===== src/rtl/mem_arb_pkg.sv =====
// mem_arb_pkg
//   Shared definitions for the memory port arbiter: access-size encodings,
//   the arbiter FSM state type and the encoding of which requester owns the
//   access currently in flight.
package mem_arb_pkg;

    localparam logic [1:0] SZ_B = 2'd0;
    localparam logic [1:0] SZ_H = 2'd1;
    localparam logic [1:0] SZ_W = 2'd2;

    typedef enum logic {
        IDLE = 1'b0,
        WAIT = 1'b1
    } state_t;

    typedef enum logic {
        OWN_FETCH = 1'b0,
        OWN_DATA  = 1'b1
    } owner_t;

endpackage


===== src/rtl/mem_port_arbiter_byte_lane_unit.sv =====
// byte_lane_unit
//   Combinational byte-lane steering for the load/store port.
//   Ports:
//     size      in  2   access size (SZ_B / SZ_H / SZ_W, 3 reserved)
//     offset    in  2   byte offset within the word
//     we        in  1   1 = store, 0 = load
//     wdata     in  32  right-aligned store data
//     rdata     in  32  raw memory read word
//     mem_we    out 4   byte-lane write enables (0 for loads and errors)
//     mem_wdata out 32  store data replicated across all candidate lanes
//     rdata_al  out 32  read word shifted so the addressed byte is at bit 0
//     err       out 1   misaligned access or reserved size
module byte_lane_unit
    import mem_arb_pkg::*;
(
    input  logic [1:0]  size,
    input  logic [1:0]  offset,
    input  logic        we,
    input  logic [31:0] wdata,
    input  logic [31:0] rdata,
    output logic [3:0]  mem_we,
    output logic [31:0] mem_wdata,
    output logic [31:0] rdata_al,
    output logic        err
);

    // Lane selection and data replication per access size. Replicating the
    // store data means the memory only needs lane enables, not a shifter.
    always_comb begin
        err       = 1'b0;
        mem_we    = 4'b0000;
        mem_wdata = '0;
        case (size)
            SZ_B: begin
                mem_we    = 4'b0001 << offset;
                mem_wdata = {4{wdata[7:0]}};
            end
            SZ_H: begin
                err       = offset[0];
                mem_we    = offset[1] ? 4'b1100 : 4'b0011;
                mem_wdata = {2{wdata[15:0]}};
            end
            SZ_W: begin
                err       = |offset;
                mem_we    = 4'b1111;
                mem_wdata = wdata;
            end
            default: begin
                err = 1'b1;
            end
        endcase
        if (!we || err) begin
            mem_we = 4'b0000;
        end
    end

    // Loads are returned right-aligned; the core does any sign extension.
    assign rdata_al = rdata >> {offset, 3'b000};

endmodule


===== src/rtl/mem_port_arbiter.sv =====
// mem_port_arbiter
//   Shares one single-port synchronous memory between instruction fetch and
//   the load/store port. Data has priority, but after MAX_DATA_RUN back-to-back
//   data grants with fetch waiting, fetch gets the next slot.
//   Ports:
//     clk, rst              clock, synchronous active-high reset
//     if_req/if_addr        fetch request and word address
//     if_gnt/if_rvalid      fetch accepted / fetch data valid pulse
//     if_rdata              fetched word (held between pulses)
//     d_req/d_we/d_addr     data request, store flag, byte address
//     d_size/d_wdata        access size, right-aligned store data
//     d_gnt/d_rvalid        data accepted / load data or store ack pulse
//     d_rdata/d_err         aligned load data (held), error flag with pulse
//     mem_en/mem_we         memory strobe and byte-lane write enables
//     mem_addr/mem_wdata    word-aligned address, lane-replicated data
//     mem_rdata             memory read word, valid MEM_LAT cycles after mem_en
module mem_port_arbiter
    import mem_arb_pkg::*;
#(
    parameter int ADDR_W       = 32,
    parameter int MEM_LAT      = 1,
    parameter int MAX_DATA_RUN = 4
) (
    input  logic              clk,
    input  logic              rst,
    input  logic              if_req,
    input  logic [ADDR_W-1:0] if_addr,
    output logic              if_gnt,
    output logic              if_rvalid,
    output logic [31:0]       if_rdata,
    input  logic              d_req,
    input  logic              d_we,
    input  logic [ADDR_W-1:0] d_addr,
    input  logic [1:0]        d_size,
    input  logic [31:0]       d_wdata,
    output logic              d_gnt,
    output logic              d_rvalid,
    output logic [31:0]       d_rdata,
    output logic              d_err,
    output logic              mem_en,
    output logic [3:0]        mem_we,
    output logic [ADDR_W-1:0] mem_addr,
    output logic [31:0]       mem_wdata,
    input  logic [31:0]       mem_rdata
);

    localparam int LAT_W = (MEM_LAT < 2) ? 1 : $clog2(MEM_LAT + 1);
    localparam int RUN_W = (MAX_DATA_RUN < 2) ? 1 : $clog2(MAX_DATA_RUN + 1);
    localparam logic [LAT_W-1:0]  LAT_INIT  = LAT_W'(MEM_LAT);
    localparam logic [LAT_W-1:0]  LAT_ONE   = LAT_W'(1);
    localparam logic [RUN_W-1:0]  RUN_MAX   = RUN_W'(MAX_DATA_RUN);
    localparam logic [ADDR_W-1:0] WORD_MASK = ~ADDR_W'(3);

    state_t            state, next_state;
    owner_t            owner;
    logic [LAT_W-1:0]  lat_cnt;
    logic [RUN_W-1:0]  run_cnt;
    logic [1:0]        off;
    logic              err;
    logic              store;
    logic [31:0]       if_rdata_q, d_rdata_q, d_rdata_live;

    logic [1:0]        lane_off;
    logic [3:0]        lane_we;
    logic [31:0]       lane_wdata, lane_rdata;
    logic              lane_err;

    // In IDLE the lane unit steers the incoming request; in WAIT it aligns
    // read data using the offset captured at grant.
    assign lane_off = (state == IDLE) ? d_addr[1:0] : off;

    byte_lane_unit u_lanes (
        .size      (d_size),
        .offset    (lane_off),
        .we        (d_we),
        .wdata     (d_wdata),
        .rdata     (mem_rdata),
        .mem_we    (lane_we),
        .mem_wdata (lane_wdata),
        .rdata_al  (lane_rdata),
        .err       (lane_err)
    );

    // Same-cycle arbitration in IDLE and the rvalid pulse at the end of WAIT.
    // Everything is suppressed while rst is high so reset wins over traffic.
    always_comb begin
        next_state = state;
        if_gnt     = 1'b0;
        d_gnt      = 1'b0;
        if_rvalid  = 1'b0;
        d_rvalid   = 1'b0;
        mem_en     = 1'b0;
        mem_we     = 4'b0000;
        mem_addr   = '0;
        mem_wdata  = '0;
        if (!rst) begin
            case (state)
                IDLE: begin
                    if (d_req && (!if_req || run_cnt < RUN_MAX)) begin
                        d_gnt      = 1'b1;
                        mem_en     = !lane_err;
                        mem_we     = lane_we;
                        mem_addr   = d_addr & WORD_MASK;
                        mem_wdata  = lane_wdata;
                        next_state = WAIT;
                    end else if (if_req) begin
                        if_gnt     = 1'b1;
                        mem_en     = 1'b1;
                        mem_addr   = if_addr & WORD_MASK;
                        next_state = WAIT;
                    end
                end
                WAIT: begin
                    if (lat_cnt == LAT_ONE) begin
                        if (owner == OWN_DATA) begin
                            d_rvalid = 1'b1;
                        end else begin
                            if_rvalid = 1'b1;
                        end
                        next_state = IDLE;
                    end
                end
                default: next_state = IDLE;
            endcase
        end
    end

    // Errors and store acks return zero; the live value bypasses the holding
    // register so data appears in the same cycle as its rvalid pulse.
    assign d_rdata_live = (err || store) ? 32'h0 : lane_rdata;
    assign d_rdata      = d_rvalid ? d_rdata_live : d_rdata_q;
    assign if_rdata     = if_rvalid ? mem_rdata : if_rdata_q;
    assign d_err        = d_rvalid & err;

    // State, in-flight access bookkeeping, fetch starvation counter and the
    // read-data holding registers.
    always_ff @(posedge clk) begin
        if (rst) begin
            state      <= IDLE;
            owner      <= OWN_FETCH;
            lat_cnt    <= '0;
            run_cnt    <= '0;
            off        <= 2'b00;
            err        <= 1'b0;
            store      <= 1'b0;
            if_rdata_q <= 32'h0;
            d_rdata_q  <= 32'h0;
        end else begin
            state <= next_state;
            if (if_gnt || d_gnt) begin
                lat_cnt <= LAT_INIT;
                owner   <= d_gnt ? OWN_DATA : OWN_FETCH;
                off     <= d_addr[1:0];
                err     <= d_gnt & lane_err;
                store   <= d_gnt & d_we;
            end else if (state == WAIT) begin
                lat_cnt <= lat_cnt - LAT_ONE;
            end
            if (!if_req || if_gnt) begin
                run_cnt <= '0;
            end else if (d_gnt && run_cnt < RUN_MAX) begin
                run_cnt <= run_cnt + 1'b1;
            end
            if (if_rvalid) begin
                if_rdata_q <= mem_rdata;
            end
            if (d_rvalid) begin
                d_rdata_q <= d_rdata_live;
            end
        end
    end

endmodule


===== config.mk =====
export PLATFORM = sky130hd
export DESIGN_NAME = mem_port_arbiter
export DESIGN_NICKNAME = d
export VERILOG_FILES = /design/src/rtl/mem_arb_pkg.sv /design/src/rtl/mem_port_arbiter_byte_lane_unit.sv /design/src/rtl/mem_port_arbiter.sv
export SDC_FILE = /design/constraint.sdc
export NUM_CORES = 1
export LEC_CHECK = 0
export ABC_AREA = 1
export CELL_PAD_IN_SITES_DETAIL_PLACEMENT = 1
export CELL_PAD_IN_SITES_GLOBAL_PLACEMENT = 2
export CORE_MARGIN = 4
export CORE_UTILIZATION = 16
export DETAILED_ROUTE_END_ITERATION = 8
export PLACE_DENSITY = 0.83
export SETUP_SLACK_MARGIN = 0.05
export SYNTH_ARGS = -nofsm -noshare
export SYNTH_HDL_FRONTEND = slang
export SYNTH_SLANG_ARGS = --single-unit

===== constraint.sdc =====
create_clock -name clk -period 1.5 [get_ports clk]
set_input_delay 0.3 -clock clk [delete_from_list [all_inputs] [get_ports clk]]
set_output_delay 0.3 -clock clk [all_outputs]
set_load 0.1 [all_outputs]

==> impl_metrics.csv, run 1 <==
group,metric,value,unit
die,io_pins,273,
synth,ys_seq_elements,74,
sta,clock.fmax,0.446,GHz
pwr,ir_worst_vdd,0.457,mV
worst_hold_path,hold_class,"register to register",
sta,hold_slack,0.495,ns
sta,worstMarginPinSlew,0.869,ns
synth,yosys_warnings,0,
sta,fin_crit_sh,1.49,
clocking,cts_buffer_depth,2,
synth,yosysSeqAreaShare,0.332,
place,port_buffers,268,
layout,nNetsFinal,1254,
routing,dr.first_iter.drc_count,280,
worst_hold_path,min_delay_path_depth,2,
setup_path,path_class,"input pin to primary output",
global_route,grt_usage,0.186,
sta,setup_viol,159,
sta,slew_violations,0,
setup_path,critPathCaptureType,"primary output",
global_route,grt_pass1_wl,43.7,mm
routing,drt_wl_total,30.4,mm
setup_path,arrival,1.94,ns
routing,wl_per_cell,20.3,µm
routing,firstDrtPassIters,4,
die,start_util,0.164,
place,gp_congestion,0.853,
setup_path,reg2regPathDepth,8,
die,fp.dieH,175,µm
die,die-area,30600,µm²
sta,grt_setup_unrepaired,"yes",
global_route,first_global_vias,7149,
sta,tns,-90.28,ns
routing,drc_errors,0,
sta,min_period,2.24,ns
clocking,cts_tree,"yes",
clocking,cts_made_buffers,9,
setup_path,critPathMaxFanout,12,
place,place_area,11500,µm²
outcome,violations,"setup timing",
sta,skew,0.0109,ns
place,hpwl,21.5,mm
clocking,clk_latency,0.36,ns
die,coreArea,27200,µm²
global_route,antenna_found_initial,2,
synth,synth_cell_types,33,
pwr,p_per_area,700,nW/µm²
clocking,root_buffer,"clkbuf_16",
die,die_w,175,µm
layout,areaGrowthSynthToFinish,196,%
clocking,cts_sinks,74,
setup_path,required,1.20,ns
sta,setup_slack,-0.741,ns
synth,syn_avg_cell_area,6.42,µm²
layout,design_area,13200,µm²
clocking,clk_pin_slew_worst_paths,0.07,ns
layout,drive_gt1_frac,0.594,
layout,layout.cells.non_filler,1496,
pwr,p_leak,5.47,nW
flow_run,max_cap_violations,0,
routing,final_antenna_net_count,0,
global_route,grt-ovfl-total,0,
global_route,grt_max_degree,68,
place,placed_cells,1436,
synth,netlist_area,4460,µm²
layout,final_core_util,0.486,
sta,slew_headroom,0.421,
routing,vias,6481,
sta,hold_viol,0,
clocking,h-tree-depth,3,
die,rows,60,
synth,netlist_instances,695,
setup_path,start_kind,"input pin",
routing,via_per_inst,4.33,
outcome,outcome,"complete, but fails checks",
layout make-up:
| class | count | area [µm²] |
|---|---|---|
| Tap cell | 372 | 465 |
| Clock buffer | 9 | 225 |
| Sequential cell | 74 | 1490 |
| Fill cell | 2972 | 14000 |
| Antenna cell | 1 | 2.50 |
| Multi-Input combinational cell | 501 | 4510 |
| Clock inverter | 7 | 81.3 |
| Inverter | 85 | 557 |
| Timing Repair Buffer | 447 | 5890 |
flip-flops by register name, indices dropped and copies added (netlist names):
| name | flops |
|---|---|
| d_rdata_q | 32 |
| if_rdata_q | 32 |
| run_cnt | 3 |
| off | 2 |
| err | 1 |
| lat_cnt | 1 |
| owner | 1 |
| state | 1 |
| store | 1 |
worst max-delay path, stage by stage:
cell and delay [ns]:
clkdlybuf4s50_1 0.53, inv_2 0.08, o21ai_4 0.27, buf_8 0.21, nand3_2 0.11, nand4_1 0.19
nand2_4 0.08, buf_12 0.17
final timing paths:
| path | startpoint | end | slack, ns |
|---|---|---|---|
| setup / recovery | d_addr[1] | d_rdata[5] | -0.74 |
| hold / removal | run_cnt[1]$_SDFFE_PP0P_ | run_cnt[1]$_SDFFE_PP0P_ | 0.50 |
| setup reg to reg | state$_SDFF_PP0_ | d_rdata_q[10]$_SDFF_PP0_ | -0.16 |
| hold reg to reg | run_cnt[1]$_SDFFE_PP0P_ | run_cnt[1]$_SDFFE_PP0P_ | 0.50 |
synthesized netlist by cell type:
| library cell | number | share of area |
|---|---|---|
| nand2_1 | 161 | 0.14 |
| a31oi_1 | 2 | 0.0028 |
| o21ai_1 | 11 | 0.012 |
| ha_1 | 1 | 0.0028 |
| buf_2 | 9 | 0.010 |
| nor2_1 | 98 | 0.082 |
| nor2_8 | 1 | 0.0045 |
| nand3_1 | 40 | 0.045 |
| nor3_1 | 1 | 0.0011 |
| a22o_1 | 30 | 0.059 |
| inv_1 | 82 | 0.069 |
| inv_2 | 2 | 0.0017 |
| o21bai_1 | 1 | 0.0017 |
| dfxtp_1 | 74 | 0.33 |
| inv_4 | 1 | 0.0014 |
| nand4_2 | 1 | 0.0028 |
| o21ai_0 | 34 | 0.038 |
| nand2_4 | 1 | 0.0025 |
| nand2_2 | 5 | 0.0070 |
| nand4_1 | 4 | 0.0056 |
| clkbuf_1 | 18 | 0.015 |
| nand3_2 | 2 | 0.0045 |
| nand3_4 | 1 | 0.0039 |
| o21ai_2 | 1 | 0.0020 |
| nor2_4 | 3 | 0.0076 |
| or2_2 | 33 | 0.046 |
| a21oi_1 | 55 | 0.062 |
| a221oi_1 | 8 | 0.016 |
| o22ai_1 | 1 | 0.0014 |
| buf_6 | 3 | 0.0076 |
| conb_1 | 1 | 0.00084 |
| buf_4 | 8 | 0.013 |
| o211ai_1 | 2 | 0.0034 |
where the power goes:
part           switching, mW  leakage, nW  internal (mW)
clock network          0.994        0.147           1.32
registers             0.0380        0.601           2.03
logic                   2.89         4.72           1.98
total                   3.92         5.47           5.33
metal layers:
| layer | routed length (µm) | GRT usage | up-vias | share of wire |
|---|---|---|---|---|
| met5 | 13 | 0 | - | 0.00043 |
| li1 | - | - | 3098 | - |
| met2 | 15600 | 0.326 | 153 | 0.51 |
| met1 | 12900 | 0.234 | 3196 | 0.42 |
| met3 | 1320 | 0.0366 | 32 | 0.044 |
| met4 | 567 | 0.0478 | 2 | 0.019 |
stage by stage:
step / total power, mW / setup WS, ns
2_1_floorplan: 4.60 / -0.689
3_3_place_gp: 6.38 / -0.743
3_5_place_dp: 6.42 / -0.790
4_1_cts: 9.09 / -0.684
5_1_grt: 9.58 / -0.797
6_report: 9.25 / -0.741
cells in the final DEF, fill, tap and decap left out, types with 14 or more instances in the layout:
cell and n:
a21oi_1 29, a21oi_2 21, o21ai_4 24, nor2_1 60, inv_1 35, dfxtp_1 71
nand2_4 31, buf_12 153, nand2_8 32, a22o_4 27, nand3_4 14, clkinvlp_4 20
nand3_1 15, nand2_1 85, nand3_2 14, nand2_2 21, nor2_4 36, inv_6 14
or2_2 21, clkdlybuf4s50_1 126, buf_6 21, buf_4 129
cells by family (layout without fill, tap and decap cells):
logic type               count (synthesis)  count (layout)  share of synthesized area
AND/OR/NAND/NOR                        351             353                      0.348
AO/OA/AOI/OAI                          145             145                      0.198
buffers and inverters                  123             548                      0.118
flip-flops                              74              74                      0.332
adder cells (fa/ha/maj)                  1               1                    0.00280
other                                    1               3                   0.000840
what timing repair did:
action	in CTS	in global routing
hold endpoints to repair	0	0
hold buffers	0	0
pin swaps	44	26
gates resized for setup	120	84
setup endpoints to repair	197	183
gates cloned	10	2
buffers inserted	18	14
No activity file was read; power rests on OpenSTA's default activity.
==> run 2: changes to the inputs <==
- REMOVE_ABC_BUFFERS: unset -> 1
==> impl_metrics.csv, run 2 (same netlist as run 1, synthesis figures left out) <==
group,metric,value,unit
global_route,grt_max_degree,68,
clocking,cts_hold_buf,0,
setup_path,r2r-end,"d_rdata_q[0]$_SDFF_PP0_",
setup_path,critPathMaxFanout,8,
place,port_buffers,268,
global_route,antenna_found_initial,1,
sta,slew_headroom,0.256,
routing,via_per_inst,4.52,
clocking,cts_buffer_depth,2,
sta,slew_violations,0,
layout,final_cell_mix,"buf_12, clkdlybuf4s50_1, buf_4",
outcome,violations,"setup timing",
setup_path,slowest_stage,"dfxtp_4",
place,post-place-ws,-0.819,ns
sta,min_period,2.37,ns
routing,dr.first_iter.drc_count,292,
die,coreArea,27200,µm²
setup_path,r2r_setup_slack,-0.70,ns
setup_path,max_stage_delay,0.37,ns
global_route,first_global_vias,7730,
pwr,pwr-share-seq,0.210,
routing,wl_per_cell,21.8,µm
pwr,ir_worst_vdd,0.527,mV
setup_path,critPathCaptureType,"primary output",
setup_path,required,1.20,ns
sta,tns,-114.68,ns
place,gp_congestion,0.777,
sta,setup_slack,-0.871,ns
sta,fin_crit_sh,1.58,
worst_hold_path,min_from,"d_rdata_q[7]$_SDFF_PP0_",
worst_hold_path,min_delay_path_depth,2,
pwr,intPower,5.85,mW
clocking,cts_tree,"yes",
pwr,comb_power_share,0.526,
die,die-area,30600,µm²
die,rows,60,
setup_path,crit_family,"simple AND/OR/NAND/NOR gates",
layout,antenna_cells,0,
clocking,root_buffer,"clkbuf_16",
routing,final_antenna_net_count,0,
layout,drive_gt1_frac,0.616,
setup_path,cp.buffers_inverters,5,
clocking,cts_sinks,74,
sta,hold_viol,0,
worst_hold_path,hold-path-endpoint,"d_rdata_q[7]$_SDFF_PP0_",
pwr,p_switching,4.01,mW
die,io_pins,273,
routing,firstDrtPassIters,4,
global_route,grt_usage,0.198,
layout,nNetsFinal,1292,
sta,setup_viol,204,
layout,reg_top3,"d_rdata_q x32, if_rdata_q x32, run_cnt x3",
clocking,cts_made_buffers,9,
pwr,total_power,9.86,mW
pwr,p_leak,5.89,nW
setup_path,worstReg2RegStart,"state$_SDFF_PP0_",
sta,skew,0.00982,ns
setup_path,path_class,"register to primary output",
layout,layout_commonest_cell,"buf_12",
die,die_w,175,µm
global_route,grt_pass1_wl,46.5,mm
outcome,outcome,"complete, but fails checks",
clocking,clk_latency,0.35,ns
worst_hold_path,hold_class,"register to register",
clocking,clk_pin_slew_worst_paths,0.06,ns
sta,clock.fmax,0.422,GHz
routing,vias,6930,
sta,grt_setup_unrepaired,"yes",
setup_path,worstPathCellList,"buf_6 > inv_8 > buf_4 > nand2_8 > nand2_8 > nand2_4 > buf_12 > nor2_1 > nor2_1 > nand2_1 > nand2_2 > buf_12",
clocking,h-tree-depth,3,
pwr,switching_share,0.407,
die,start_util,0.164,
setup_path,reg2regPathDepth,16,
sta,worstMarginPinSlew,1.12,ns
setup_path,start_kind,"register",
layout,areaGrowthSynthToFinish,204,%
routing,drt_wl_total,33.4,mm
setup_path,arrival,2.07,ns
routing,drc_errors,0,
die,fp.dieH,175,µm
pwr,pwr-share-clk,0.264,
global_route,grt-ovfl-total,0,
layout,final_core_util,0.500,
pwr,p_per_area,726,nW/µm²
flow_run,max_cap_violations,0,
place,hpwl,20.8,mm
## run 2: layer usage
layer	global-route usage	up-vias	part of all wire	wire length, µm
li1	-	3181	-	-
met1	0.204	3435	0.35	11800
met2	0.405	258	0.57	19200
met3	0.0398	54	0.050	1660
met4	0.0478	2	0.023	784
met5	0	-	0.00039	13
## run 2: worst max path at each step
stage / startpoint / depth (start not counted) / to / slack, ns
final: state$_SDFF_PP0_ / 12 / d_rdata[10] / -0.87
after global routing: state$_SDFF_PP0_ / 12 / d_rdata[9] / -0.93
after CTS: state$_SDFF_PP0_ / 11 / mem_addr[25] / -0.84
after detailed placement: d_addr[0] / 9 / mem_en / -0.82
after global placement: d_addr[0] / 9 / mem_en / -0.75
after floorplan: state$_SDFF_PP0_ / 5 / mem_wdata[0] / -4.72
## run 2: power groups by stage
stage,Combinational [mW],Sequential [mW],Clock (mW)
3_3_place_gp,3.86,2.10,0
3_5_place_dp,3.90,2.11,0
6_report,5.19,2.07,2.60
4_1_cts,4.77,2.06,2.65
2_1_floorplan,1.95,2.10,0
5_1_grt,5.37,2.08,2.75
## run 2: metrics by stage
| step | cell area [µm²] | hold WS (ns) | instances |
|---|---|---|---|
| detailed placement | 9940 | 0.469 | 1427 |
| CTS | 12600 | 0.481 | 1518 |
| global placement | 9940 | 0.451 | 1427 |
| floorplan | 4260 | 0.369 | 658 |
| global route | 13600 | 0.518 | 1532 |
| finish | 13600 | 0.500 | 1532 |
## run 2: what timing repair did
action / 4_1_cts / 5_1_grt
setup buffers: 61 / 35
gates cloned: 18 / 3
pin swaps: 69 / 70
endpoints found under the setup margin: 199 / 206
gates resized for setup: 407 / 195
## run 2: area by class of cell
class	instances	area, µm²
repair inverters	1	16.3
multi-input cells	500	4310
repair buffers	485	6580
inverters	85	378
clock inverters	6	115
fillers	2918	13600
flip-flops and latches	74	1490
well taps	372	465
clock buffers	9	225
## run 2: worst reg2reg max path, delay by kind of cell (launching register included)
| kind | cells | cell delay (ns) |
|---|---|---|
| and+or+nand+nor | 4 | 0.34 |
| DFF | 1 | 0.37 |
| buffers and inverters | 11 | 1.32 |
| AOI/OAI and AO/OA | 1 | 0.10 |
